$ cat config.mk
export PLATFORM = sky130hd
export DESIGN_NAME = cute_lock_key_sequencer_flat
export DESIGN_NICKNAME = d
export VERILOG_FILES = /design/src/rtl/cute_lock_key_sequencer_pkg.sv /design/src/rtl/cute_lock_key_sequencer_if.sv /design/src/rtl/cute_lock_key_sequencer_phase_counter.sv /design/src/rtl/cute_lock_key_sequencer.sv /design/src/flat_wrapper.sv
export SDC_FILE = /design/constraint.sdc
export NUM_CORES = 1
export LEC_CHECK = 0
export BUFFER_PORTS_ARGS = -buffer_cell sky130_fd_sc_hd__buf_2
export CAP_MARGIN = 0
export CORE_MARGIN = 3
export CORE_UTILIZATION = 46
export CTS_CLUSTER_SIZE = 8
export DETAILED_ROUTE_END_ITERATION = 12
export PLACE_DENSITY_LB_ADDON = 0.05
export RECOVER_POWER = 25
export SYNTH_ARGS = -nofsm -noshare
export SYNTH_HDL_FRONTEND = slang
export SYNTH_SLANG_ARGS = --single-unit
$ cat constraint.sdc
create_clock -name clock -period 2.6 [get_ports clock]
set_clock_uncertainty 0.15 [all_clocks]
set_input_delay 0 -clock clock [delete_from_list [all_inputs] [get_ports clock]]
set_output_delay 0 -clock clock [all_outputs]
set_load 0.005 [all_outputs]
$ cat src/rtl/cute_lock_key_sequencer_pkg.sv
// Shared types and defaults for the Cute-Lock key sequencer and the
// lock-insertion flow that reuses its phase counter.
package cute_lock_pkg;

    typedef enum logic {
        KS_IDLE = 1'b0,
        KS_RUN  = 1'b1
    } keyseq_state_t;

    localparam int CL_NUM_KEYS = 4;
    localparam int CL_KEY_BITS = 4;

    // Width of a key-phase / key-slot index for n keys.
    function automatic int cl_idx_w(input int n);
        return $clog2(n);
    endfunction

endpackage

$ cat src/rtl/cute_lock_key_sequencer_if.sv
// Key load and key stream signals between the key store/loader (master)
// and the key sequencer (slave). load_index carries one extra MSB so that
// out-of-range slot numbers reach the sequencer and can be flagged.
interface cute_lock_key_sequencer_if
    import cute_lock_pkg::*;
#(
    parameter int NUM_KEYS = CL_NUM_KEYS,
    parameter int KEY_BITS = CL_KEY_BITS
);
    logic                           load_valid;
    logic                           load_ready;
    logic [cl_idx_w(NUM_KEYS):0]    load_index;
    logic [KEY_BITS-1:0]            load_data;
    logic                           sync;
    logic                           stop;
    logic [KEY_BITS-1:0]            keyinput;
    logic [cl_idx_w(NUM_KEYS)-1:0]  key_index;
    logic                           key_valid;
    logic                           load_err;

    modport master (
        output load_valid, load_index, load_data, sync, stop,
        input  load_ready, keyinput, key_index, key_valid, load_err
    );

    modport slave (
        input  load_valid, load_index, load_data, sync, stop,
        output load_ready, keyinput, key_index, key_valid, load_err
    );

endinterface

$ cat src/rtl/cute_lock_key_sequencer_phase_counter.sv
// Modulo-NUM_KEYS key-phase counter with synchronous clear and enable.
// o_count_next exposes the value the counter takes at the coming edge so a
// caller can register data indexed by the new phase in the same cycle.
module keyseq_phase_counter
    import cute_lock_pkg::*;
#(
    parameter int NUM_KEYS = CL_NUM_KEYS,
    localparam int W = cl_idx_w(NUM_KEYS)
) (
    input  logic         clock,
    input  logic         reset,
    input  logic         i_clr,
    input  logic         i_en,
    output logic [W-1:0] o_count,
    output logic [W-1:0] o_count_next
);
    localparam logic [W-1:0] LP_MAX = W'(NUM_KEYS - 1);

    logic [W-1:0] r_count;
    logic [W-1:0] w_next;

    // Next phase: clear has priority, otherwise wrap-around increment.
    always_comb begin
        w_next = r_count;
        if (i_clr) begin
            w_next = '0;
        end else if (i_en) begin
            w_next = (r_count == LP_MAX) ? '0 : r_count + 1'b1;
        end
    end

    // Phase register.
    always_ff @(posedge clock or posedge reset) begin
        if (reset) begin
            r_count <= '0;
        end else begin
            r_count <= w_next;
        end
    end

    assign o_count      = r_count;
    assign o_count_next = w_next;

endmodule

$ cat src/rtl/cute_lock_key_sequencer.sv
// Cute-Lock key sequencer: stores NUM_KEYS keys and streams one per cycle
// onto the locked core's keyinput bus, in step with the core's key phase.
// Optional build macro KEYSEQ_LOCKOUT_EN: blocks key writes while
// streaming and flags any attempted write during RUN as a load error.
//
// state   | meaning
// KS_IDLE | outputs held at zero, waiting for sync
// KS_RUN  | streaming key[phase], phase advancing every cycle
module cute_lock_key_sequencer
    import cute_lock_pkg::*;
#(
    parameter int NUM_KEYS = CL_NUM_KEYS,
    parameter int KEY_BITS = CL_KEY_BITS
) (
    input  logic                      clock,
    input  logic                      reset,
    cute_lock_key_sequencer_if.slave  bus
);
    localparam int IDXW = cl_idx_w(NUM_KEYS);
    localparam logic [IDXW:0] LP_NUM_KEYS = (IDXW + 1)'(NUM_KEYS);

    keyseq_state_t       r_state;
    keyseq_state_t       w_state_next;
    logic [KEY_BITS-1:0] r_keys [NUM_KEYS];
    logic [KEY_BITS-1:0] r_keyinput;
    logic                r_load_err;
    logic [IDXW-1:0]     w_phase;
    logic [IDXW-1:0]     w_phase_next;
    logic                w_run;
    logic                w_ready;
    logic                w_xfer;
    logic                w_in_range;
    logic                w_lock_err;

    assign w_run = (r_state == KS_RUN);

`ifdef KEYSEQ_LOCKOUT_EN
    assign w_ready    = !w_run;
    assign w_lock_err = bus.load_valid && w_run;
`else
    assign w_ready    = 1'b1;
    assign w_lock_err = 1'b0;
`endif

    assign w_xfer     = bus.load_valid && w_ready;
    assign w_in_range = (bus.load_index < LP_NUM_KEYS);

    // Stop also clears the phase so key_index reads zero while idle.
    keyseq_phase_counter #(.NUM_KEYS(NUM_KEYS)) u_phase (
        .clock        (clock),
        .reset        (reset),
        .i_clr        (bus.sync || bus.stop),
        .i_en         (w_run),
        .o_count      (w_phase),
        .o_count_next (w_phase_next)
    );

    // State register.
    always_ff @(posedge clock or posedge reset) begin
        if (reset) begin
            r_state <= KS_IDLE;
        end else begin
            r_state <= w_state_next;
        end
    end

    // Next state: sync starts streaming, stop wins over a simultaneous sync.
    always_comb begin
        w_state_next = r_state;
        case (r_state)
            KS_IDLE: if (bus.sync && !bus.stop) w_state_next = KS_RUN;
            KS_RUN:  if (bus.stop)              w_state_next = KS_IDLE;
            default:                            w_state_next = KS_IDLE;
        endcase
    end

    // Key store; the keyinput register below reads the pre-write value.
    always_ff @(posedge clock or posedge reset) begin
        if (reset) begin
            for (int i = 0; i < NUM_KEYS; i++) r_keys[i] <= '0;
        end else if (w_xfer && w_in_range) begin
            r_keys[bus.load_index[IDXW-1:0]] <= bus.load_data;
        end
    end

    // Registered key for the phase the core will be in next cycle.
    always_ff @(posedge clock or posedge reset) begin
        if (reset) begin
            r_keyinput <= '0;
        end else if (w_state_next == KS_RUN) begin
            r_keyinput <= r_keys[w_phase_next];
        end else begin
            r_keyinput <= '0;
        end
    end

    // Sticky load error, cleared only by reset.
    always_ff @(posedge clock or posedge reset) begin
        if (reset) begin
            r_load_err <= 1'b0;
        end else if ((w_xfer && !w_in_range) || w_lock_err) begin
            r_load_err <= 1'b1;
        end
    end

    assign bus.load_ready = w_ready;
    assign bus.keyinput   = r_keyinput;
    assign bus.key_index  = w_phase;
    assign bus.key_valid  = w_run;
    assign bus.load_err   = r_load_err;

endmodule

$ cat src/flat_wrapper.sv
// flat-port wrapper written by rule: the top's interface ports become plain ports
module cute_lock_key_sequencer_flat import cute_lock_pkg::*;
#(
    parameter int NUM_KEYS = CL_NUM_KEYS,
    parameter int KEY_BITS = CL_KEY_BITS
)
  (clock, reset, bus_load_valid, bus_load_index, bus_load_data, bus_sync, bus_stop, bus_load_ready, bus_keyinput, bus_key_index, bus_key_valid, bus_load_err);
  cute_lock_key_sequencer_if #(.NUM_KEYS(NUM_KEYS), .KEY_BITS(KEY_BITS)) bus_i ();
  input  logic clock;
  input  logic reset;
  input wire logic [$bits(bus_i.load_valid)-1:0] bus_load_valid;
  input wire logic [$bits(bus_i.load_index)-1:0] bus_load_index;
  input wire logic [$bits(bus_i.load_data)-1:0] bus_load_data;
  input wire logic [$bits(bus_i.sync)-1:0] bus_sync;
  input wire logic [$bits(bus_i.stop)-1:0] bus_stop;
  output wire logic [$bits(bus_i.load_ready)-1:0] bus_load_ready;
  output wire logic [$bits(bus_i.keyinput)-1:0] bus_keyinput;
  output wire logic [$bits(bus_i.key_index)-1:0] bus_key_index;
  output wire logic [$bits(bus_i.key_valid)-1:0] bus_key_valid;
  output wire logic [$bits(bus_i.load_err)-1:0] bus_load_err;
  assign bus_i.load_valid = bus_load_valid;
  assign bus_i.load_index = bus_load_index;
  assign bus_i.load_data = bus_load_data;
  assign bus_i.sync = bus_sync;
  assign bus_i.stop = bus_stop;
  assign bus_load_ready = bus_i.load_ready;
  assign bus_keyinput = bus_i.keyinput;
  assign bus_key_index = bus_i.key_index;
  assign bus_key_valid = bus_i.key_valid;
  assign bus_load_err = bus_i.load_err;
  cute_lock_key_sequencer #(.NUM_KEYS(NUM_KEYS), .KEY_BITS(KEY_BITS)) u_core (.clock(clock), .reset(reset), .bus(bus_i));
endmodule
==> reports/qor.yml, run 1 <==
cts_buffer_depth: 2
fin_tns_setup_ns: 0
drcViolationCount: 0
antenna_left: 0
rows: 16
final_common_cell: "dfrtp_1"
worst_slack_ns: 0.632
status: "complete, no violations"
drive_gt1_frac: 0.343
final_net_count: 121
cpMostUsedCell: "dlygate4sd3_1"
path_clk_slew_ns: 0.13
dr.pass1.iters: 4
vias_per_cell: 4.96
worstPathRequired_ns: 2.66
critPathMaxFanout: 4
routabilityCongestion: 0.687
hold_class: "in -> reg"
syn_area_um2: 1050
cellLeakagePower_nw: 0.647
grt_pass1_vias: 668
syn_avg_cell_area_um2: 14.2
post-place-ws_ns: 1.14
max_freq_mhz: 508
final_cell_mix: "dfrtp_1 (24), mux2_2 (16), buf_2 (14)"
slew_viol_final: 0
nFillCells: 155
crit_arrival_ns: 2.02
io_buffers: 19
period_minus_slack_ns: 1.97
io_pins: 21
cpLargestDelayFamily: "buffers and inverters"
start_kind: "input pin"
drt_iter0_drc: 9
drv_cap: 0
grt_pass1_wl_um: 3170
rsz0062_at_grt: "no"
synthesis.nets: 86
report.final.hold_viol_count: 0
antenna_found_initial: 0
period_share: 0.757
cts_made_buffers: 3
setup-violations-final: 0
num_vias: 669
overflow: 0
seq_area_um2: 601
synth_seq_cells: 24
diodes: 0
ys_seq_area_frac: 0.573
ys_types: 18
die_area_um2: 2890
multi_input_area_um2: 420
criticalPathCategory: "in -> reg"
wl_per_cell_um: 13.6
core_region_area_um2: 2060
crit_path_max_incr_delay_ns: 0.70
track_usage: 0.154
initial_core_util: 0.508
cts-root-buf: "clkbuf_4"
syn_inst: 74
cp_cell_sequence: "dlygate4sd3_1 -> buf_2 -> nor4b_4 -> dlygate4sd3_1 -> mux2_2"
tightestPinTransition_ns: 0.894
cts.sinks: 24
htree_levels: 1
die_w_um: 53.7
clk_latency_ns: 0.31
endpoint_kind: "register"
finalPower_uw: 801
critPathSlowestCell: "dlygate4sd3_1"
utilization: 0.636
p_per_area_nw_per_um2: 611
cts_tree: "built"
area_growth_pct: 25.2
grt_max_degree: 25
hpwl_um: 1260
yosys_warnings: 0
ir_drop_mv: 0.497
slew_headroom: 0.404
die_h_um: 53.7
routed_wirelength_um: 1840
critPathBufInv: 3
post_cts_resized: 0
-- synth_stat cells --
library cell   n  area, µm²
conb_1         1       3.75
and4bb_2       2       25.0
inv_1          3       11.3
mux2_2        16        180
o21bai_1       1       7.51
nor3_1         1       5.00
nor4b_4        1       23.8
nand2_4        1       11.3
mux2i_1        8       80.1
nand2_1        1       3.75
a21o_1         1       7.51
xor2_1         3       26.3
buf_4          1       7.51
o22ai_1        4       25.0
nand3_1        1       5.00
nor2_1         4       15.0
nand4b_1       1       8.76
dfrtp_1       24        601
-- layer usage --
| metal | GRT usage | share of wire | up-vias | wire (µm) |
|---|---|---|---|---|
| met5 | 0 | 0 | - | 0 |
| met4 | 0.0511 | 0.0049 | 0 | 9 |
| met3 | 0.0249 | 0.044 | 2 | 80 |
| met2 | 0.238 | 0.46 | 16 | 853 |
| met1 | 0.220 | 0.49 | 318 | 893 |
| li1 | - | - | 333 | - |
-- stage by stage --
step	cells	hold slack, ns	instance area [µm²]
floorplan	74	-0.135	1050
global placement	119	0.0678	1170
detailed placement	119	0.0603	1170
CTS	135	0.142	1330
global route	135	0.146	1310
finish	135	0.145	1310
-- cell families after synthesis --
kind of cell    Yosys count  synth area share
compound gates            6            0.0382
mux                      24             0.249
xor+xnor                  3            0.0251
simple gates             12            0.0932
other cells               1           0.00358
buf+inv                   4            0.0179
flops                    24             0.573
-- worst min-delay path, cell delays in order --
cell and delay (ns):
buf_2 0.13, nand4b_1 0.25, mux2_2 0.20
-- worst paths after layout --
kind,depth (start not counted),slack [ns],startpoint,end
max in group asynchronous,3,1.50,reset,u_core.u_phase.o_count[1]
max reg2reg,4,0.92,u_core.bus.key_valid,u_core.bus.keyinput[0]
min,3,0.15,bus_load_index[1],u_core.r_keys[2]
min reg2reg,1,0.37,u_core.r_keys[10],u_core.r_keys[10]
min in group asynchronous,3,0.25,reset,u_core.r_keys[6]
max,5,0.63,bus_load_index[0],u_core.r_keys[12]
-- state kept, by name, summed over array words and instances, names as in the netlist --
signal and flops:
u_core.bus.key_valid 1, u_core.bus.keyinput 4, u_core.bus.load_err 1, u_core.r_keys 16, u_core.u_phase.o_count 2
-- power breakdown --
part | switching (mW) | internal (mW) | total, mW
logic | 0.0568 | 0.0852 | 0.142
clock network | 0.109 | 0.0855 | 0.194
registers | 0.0284 | 0.436 | 0.464
total | 0.194 | 0.607 | 0.801
-- cell type report --
cell class | instances | share of cell area
multi-input combinational | 46 | 0.321
timing repair buffer | 31 | 0.159
clock buffer | 4 | 0.0277
sequential | 24 | 0.458
inverter | 3 | 0.00859
tap | 27 | 0.0258
-- timing repair --
action,CTS,global route
setup buffers,0,0
hold buffers,12,0
endpoints found under the hold margin,48,0
Power figures use the tool's default switching activity.
==> inputs of run 2 (changes only) <==
clock period = 1.8 ns   (was 2.6 ns; I/O delays follow)
==> run 2 against run 1 <==
Final area rose by 1.0%. Highest routed layer unchanged. Critical path type is now reg -> reg. Largest cell class unchanged. Global-route usage rose by 1.1 points. Setup slack got worse by 0.47 ns. Register-to-register slack got worse by 0.76 ns.
==> reports/qor.yml, run 2 (synthesized netlist as in run 1, its figures left out) <==
ff2ff_setup_slack_ns: 0.16  # -0.76 ns
diodes: 0  # unchanged
final_common_cell: "dfrtp_1"
r2r-start: "u_core.bus.key_valid"
use_met2: 0.266  # +0.0282
final_net_count: 123  # +1.7%
initial_core_util: 0.508  # unchanged
multi_input_area_um2: 428  # +1.8%
dpl_cell_area_um2: 1180  # +0.64%
rsz0062_at_grt: "no"
drcViolationCount: 0  # unchanged
area_growth_pct: 26.5
start_kind: "register"
die_area_um2: 2890  # unchanged
report.final.hold_viol_count: 0  # unchanged
endpoint_kind: "register"
setup-violations-final: 0  # unchanged
antenna_found_initial: 0  # unchanged
hold_class: "in -> reg"
dr.pass1.iters: 4  # unchanged
reg2reg_to: "u_core.u_phase.o_count[1]"
cts_tree: "built"
routed_wirelength_um: 1940  # +5.4%
routabilityCongestion: 0.693  # +0.86%
clk_latency_ns: 0.30  # about the same
num_vias: 692  # +3.4%
worstPathRequired_ns: 1.89  # -0.77 ns
worstHoldStart: "bus_stop"
period_share: 0.909
period_minus_slack_ns: 1.64
hold_end: "u_core.bus.key_valid"
slew_headroom: 0.160  # -0.244
die_h_um: 53.7  # unchanged
antenna_left: 0  # unchanged
seq_area_um2: 601  # unchanged
grt_pass1_vias: 682  # +2.1%
fin_area_um2: 1330  # +1.0%
grt_max_degree: 25  # unchanged
drv_cap: 0  # unchanged
criticalPathCategory: "reg -> reg"
grt_use_met1: 0.211  # -0.00894
io_buffers: 19  # unchanged
ir_drop_mv: 0.501  # +0.79%
rows: 16  # unchanged
slew_viol_final: 0  # unchanged
finalPower_mw: 1.10  # +38%
nFillCells: 172  # +11%
grt_pass1_wl_um: 3260  # +2.8%
cts.sinks: 24  # unchanged
track_usage: 0.165  # +0.0106
cts_setup_buffers: 0  # unchanged
cts_buffer_depth: 2  # unchanged
p_per_area_nw_per_um2: 833  # +37%
overflow: 0  # unchanged
htree_levels: 1  # unchanged
path_clk_slew_ns: 0.11  # -0.02 ns
max_freq_mhz: 611
max_flop_register: "u_core.r_keys"
core_region_area_um2: 2060  # unchanged
largest_reg_flops: 16  # unchanged
final_cell_mix: "dfrtp_1 (24), buf_2 (19), mux2_2 (16)"
drt_iter0_drc: 4  # -5
cts_made_buffers: 3  # unchanged
cellLeakagePower_nw: 0.671  # +3.6%
crit_arrival_ns: 1.73  # -0.29 ns
min_path_cells: 3  # unchanged
critPathMaxFanout: 6  # +2
busiest_layer: "met2"
rr_worst_depth: 4  # unchanged
use_met3: 0.0332  # +0.00831
drive_gt1_frac: 0.385  # +0.0427
io_pins: 21  # unchanged
vias_per_cell: 5.09  # +2.7%
status: "complete, no violations"
fin_tns_setup_ns: 0  # unchanged
hpwl_um: 1290  # +2.8%
tightestPinTransition_ns: 1.26  # +0.367 ns
post_cts_resized: 0  # unchanged
wl_per_cell_um: 14.2  # +4.7%
cts-root-buf: "clkbuf_4"
die_w_um: 53.7  # unchanged
[run 2: cell count changes in the layout (fill, tap and decap cells not counted), sizes merged]
cell         before  now
clkbuf            9    4
buf              14   19
dlygate4sd3      12   13
[run 2: where the power goes]
part | switching [mW] | internal (mW)
logic | 0.0834 | 0.126
registers | 0.0425 | 0.630
clock network | 0.144 | 0.0780
total | 0.270 | 0.834
[run 2: critical path, cell delays in order (launching register included)]
cell and delay (ns):
dfrtp_1 0.46, nand2_1 0.09, xor2_1 0.15, nor3_1 0.14, dlygate4sd3_1 0.58
[run 2: area by class of cell]
| cell class | count | share of cell area |
|---|---|---|
| inverters | 3 | 0.00850 |
| clock buffers | 3 | 0.0170 |
| well taps | 27 | 0.0255 |
| repair buffers | 33 | 0.173 |
| flip-flops and latches | 24 | 0.453 |
| multi-input cells | 46 | 0.323 |
[run 2: per-stage QoR]
step | utilization | hold slack (ns) | std cells | worst slack [ns]
2_1_floorplan | - | -0.135 | 74 | 0.471
3_3_place_gp | 0.570 | -0.0934 | 120 | 0.296
3_5_place_dp | 0.570 | -0.0931 | 120 | 0.360
4_1_cts | 0.644 | 0.116 | 136 | 0.223
5_1_grt | 0.643 | 0.268 | 136 | 0.0680
6_report | 0.643 | 0.279 | 136 | 0.164
[run 2: how the worst max path moves through the flow]
stage                                    start                         to  cells after the start
after floorplan           u_core.bus.key_valid     u_core.bus.keyinput[0]                      4
after global placement    u_core.bus.key_valid     u_core.bus.keyinput[1]                      4
after detailed placement  u_core.bus.key_valid     u_core.bus.keyinput[0]                      4
after CTS                 u_core.bus.key_valid  u_core.u_phase.o_count[1]                      4
after global routing                     reset          u_core.r_keys[12]                      4
final                     u_core.bus.key_valid  u_core.u_phase.o_count[1]                      4
[run 2: layer usage]
metal,vias to the layer above,share of wire
li1,338,-
met1,338,0.46
met2,12,0.49
met3,4,0.038
met4,0,0.014
met5,-,0
[run 2: repair_timing]
item                                    CTS  global route
hold endpoints to repair                 48             0
hold buffers                             13             0
endpoints found under the setup margin    0             0
==> inputs of run 3 (changes only) <==
ABC_AREA = 1   (was unset)
==> run 3 against run 2 <==
Register-to-register slack better by 0.18 ns. Sequential power is 2% lower. Final area is 6.8% higher. First-iteration DRC count grew to 5.8 times the previous value. Global-route usage is 1.2 points lower. Wire length is 13% higher. Via count is 36% higher. Combinational power is 6% higher. Flip-flop and latch count stayed put. Critical path type unchanged. Largest power group unchanged.
==> reports/qor.yml, run 3 <==
synthesis.nets: 143  # +66%
routed_wirelength_um: 2200  # +13%
dpl_cell_area_um2: 1270  # +7.9%
pwr-share-seq: 0.573  # -0.036
syn_avg_cell_area_um2: 8.69  # -39%
cts_tree: "built"
cts_hold_buf: 11  # -2
area_growth_pct: 24.3
syn_inst: 131  # +77%
rows: 17  # +1
synth_ff_type: "dfrtp_1"
synth.top_cells.by_area: "dfrtp_1 (53%), inv_1 (9.2%), nand2_1 (7.9%)"
synth_top_area_frac: 0.527  # -0.0460
ff2ff_setup_slack_ns: 0.34  # +0.18 ns
die_area_um2: 3110  # +7.7%
io_pins: 21  # unchanged
report.final.hold_viol_count: 0  # unchanged
synth_seq_cells: 24  # unchanged
final_common_cell: "inv_1"
htree_levels: 1  # unchanged
overflow: 0  # unchanged
rsz0062_at_grt: "no"
drt_iter0_drc: 23  # +19
fin_tns_setup_ns: 0  # unchanged
yosys_warnings: 0  # unchanged
cellLeakagePower_nw: 0.757  # +13%
cts-root-buf: "clkbuf_4"
ir_drop_mv: 0.596  # +19%
endpoint_kind: "register"
finalPower_mw: 1.15  # +3.9%
max_freq_mhz: 686  # +12%
cts.sinks: 24  # unchanged
hold_class: "in -> reg"
setup-violations-final: 0  # unchanged
period_share: 0.810  # -0.0987
worstPathRequired_ns: 1.85  # -0.04 ns
cts_buffer_depth: 2  # unchanged
antenna_left: 0  # unchanged
period_minus_slack_ns: 1.46  # -0.178 ns
largest_reg_flops: 16  # unchanged
initial_core_util: 0.500  # -0.00761
sw_frac_of_total: 0.274  # +0.0296
max_flop_register: "u_core.r_keys"
diodes: 0  # unchanged
hold-worst-slack_ns: 0.0384  # -0.241 ns
post_cts_resized: 0  # unchanged
die_h_um: 55.8  # +3.8%
final_cell_mix: "inv_1 (28), nand2_1 (24), dfrtp_1 (24)"
criticalPathCategory: "reg -> reg"
slew_viol_final: 0  # unchanged
ys_types: 16  # -2
yosysMostFrequentCell: "inv_1"
status: "complete, no violations"
final_net_count: 178  # +45%
wl_per_cell_um: 11.4  # -20%
worst_slack_ns: 0.341  # +0.178 ns
p_per_area_nw_per_um2: 811  # -2.7%
core_region_area_um2: 2280  # +10%
grt_pass1_wl_um: 3880  # +19%
synth-edff-count: 0  # unchanged
grt_max_degree: 25  # unchanged
async_flop_share: 1.00  # unchanged
drive_gt1_frac: 0.194  # -0.191
clkPwrFrac: 0.234  # +0.033
cts_setup_buffers: 0  # unchanged
die_w_um: 55.8  # +3.8%
routabilityCongestion: 0.883  # +27%
hpwl_um: 1630  # +26%
synth_commonest_cells: "inv_1 (28), dfrtp_1 (24), nand2_1 (24)"
grt_pass1_vias: 929  # +36%
post-place-ws_ns: 0.512  # +0.152 ns
synth_top_cell_by_area: "dfrtp_1"
netSwitchingPower_uw: 315  # +17%
num_vias: 942  # +36%
drcViolationCount: 0  # unchanged
p_int_uw: 833  # -0.17%
clk_latency_ns: 0.30  # about the same
start_kind: "register"
cts_made_buffers: 3  # unchanged
io_buffers: 19  # unchanged
antenna_found_initial: 0  # unchanged
fin_area_um2: 1420  # +6.8%
critPathMaxFanout: 5  # -1
vias_per_cell: 4.88  # -4.1%
syn_area_um2: 1140  # +8.7%
track_usage: 0.153  # -0.0120
dr.pass1.iters: 4  # unchanged
p_comb_frac: 0.193  # +0.003
crit_arrival_ns: 1.51  # -0.22 ns
drv_cap: 0  # unchanged
path_clk_slew_ns: 0.13  # +0.02 ns
ys_seq_area_frac: 0.527  # -0.0460
nFillCells: 204  # +19%
run 3: cell types whose count changed after synthesis, sizes merged, moves of 14 or more:
cell,previous run,this run
o21ai,0,16
nand2,2,27
inv,3,29
mux2,16,0
nand3,1,15
run 3: layout make-up:
type                       count  area (µm²)  share of cell area
multi-input combinational     76         417               0.294
tap                           28        35.0              0.0248
sequential                    24         601               0.424
clock buffer                   4        36.3              0.0256
inverter                      30         114              0.0805
timing repair buffer          31         213               0.150
run 3: final timing paths:
| check | depth (start not counted) | startpoint | endpoint |
|---|---|---|---|
| max in group asynchronous | 4 | reset | u_core.r_keys[2] |
| min reg2reg | 2 | u_core.r_keys[3] | u_core.r_keys[3] |
| max | 3 | u_core.bus.key_valid | u_core.bus.key_valid |
| min in group asynchronous | 4 | reset | u_core.u_phase.o_count[1] |
| min | 3 | bus_load_index[0] | u_core.r_keys[3] |
| max reg2reg | 3 | u_core.bus.key_valid | u_core.bus.key_valid |
run 3: critical path, stage by stage, from the launching register on:
cell           delay (ns)
dfrtp_1              0.47
nor2_1               0.11
nor2_1               0.06
dlygate4sd3_1        0.56
run 3: stage by stage:
step           utilization  std cells
2_1_floorplan            -        131
3_3_place_gp         0.557        178
3_5_place_dp         0.557        178
4_1_cts              0.622        193
5_1_grt              0.622        193
6_report             0.622        193
run 3: power by group through the flow:
stage          Combinational [mW]  Clock, mW  Sequential (mW)
3_5_place_dp                0.205          0            0.667
3_3_place_gp                0.203          0            0.666
4_1_cts                     0.223      0.285            0.657
6_report                    0.222      0.269            0.657
2_1_floorplan               0.141          0            0.660
5_1_grt                     0.257      0.307            0.667
run 3: kinds of logic after synthesis:
family,Yosys count,synth area share
simple gates,54,0.268
flops,24,0.527
buf+inv,31,0.107
compound gates,21,0.0945
other cells,1,0.00329
run 3: routing by layer:
| layer | wire [µm] | vias to the layer above | GRT usage |
|---|---|---|---|
| met5 | 0 | - | 0 |
| met2 | 1060 | 27 | 0.252 |
| li1 | - | 482 | - |
| met4 | 18 | 0 | 0.0417 |
| met1 | 1010 | 431 | 0.209 |
| met3 | 116 | 2 | 0.0232 |
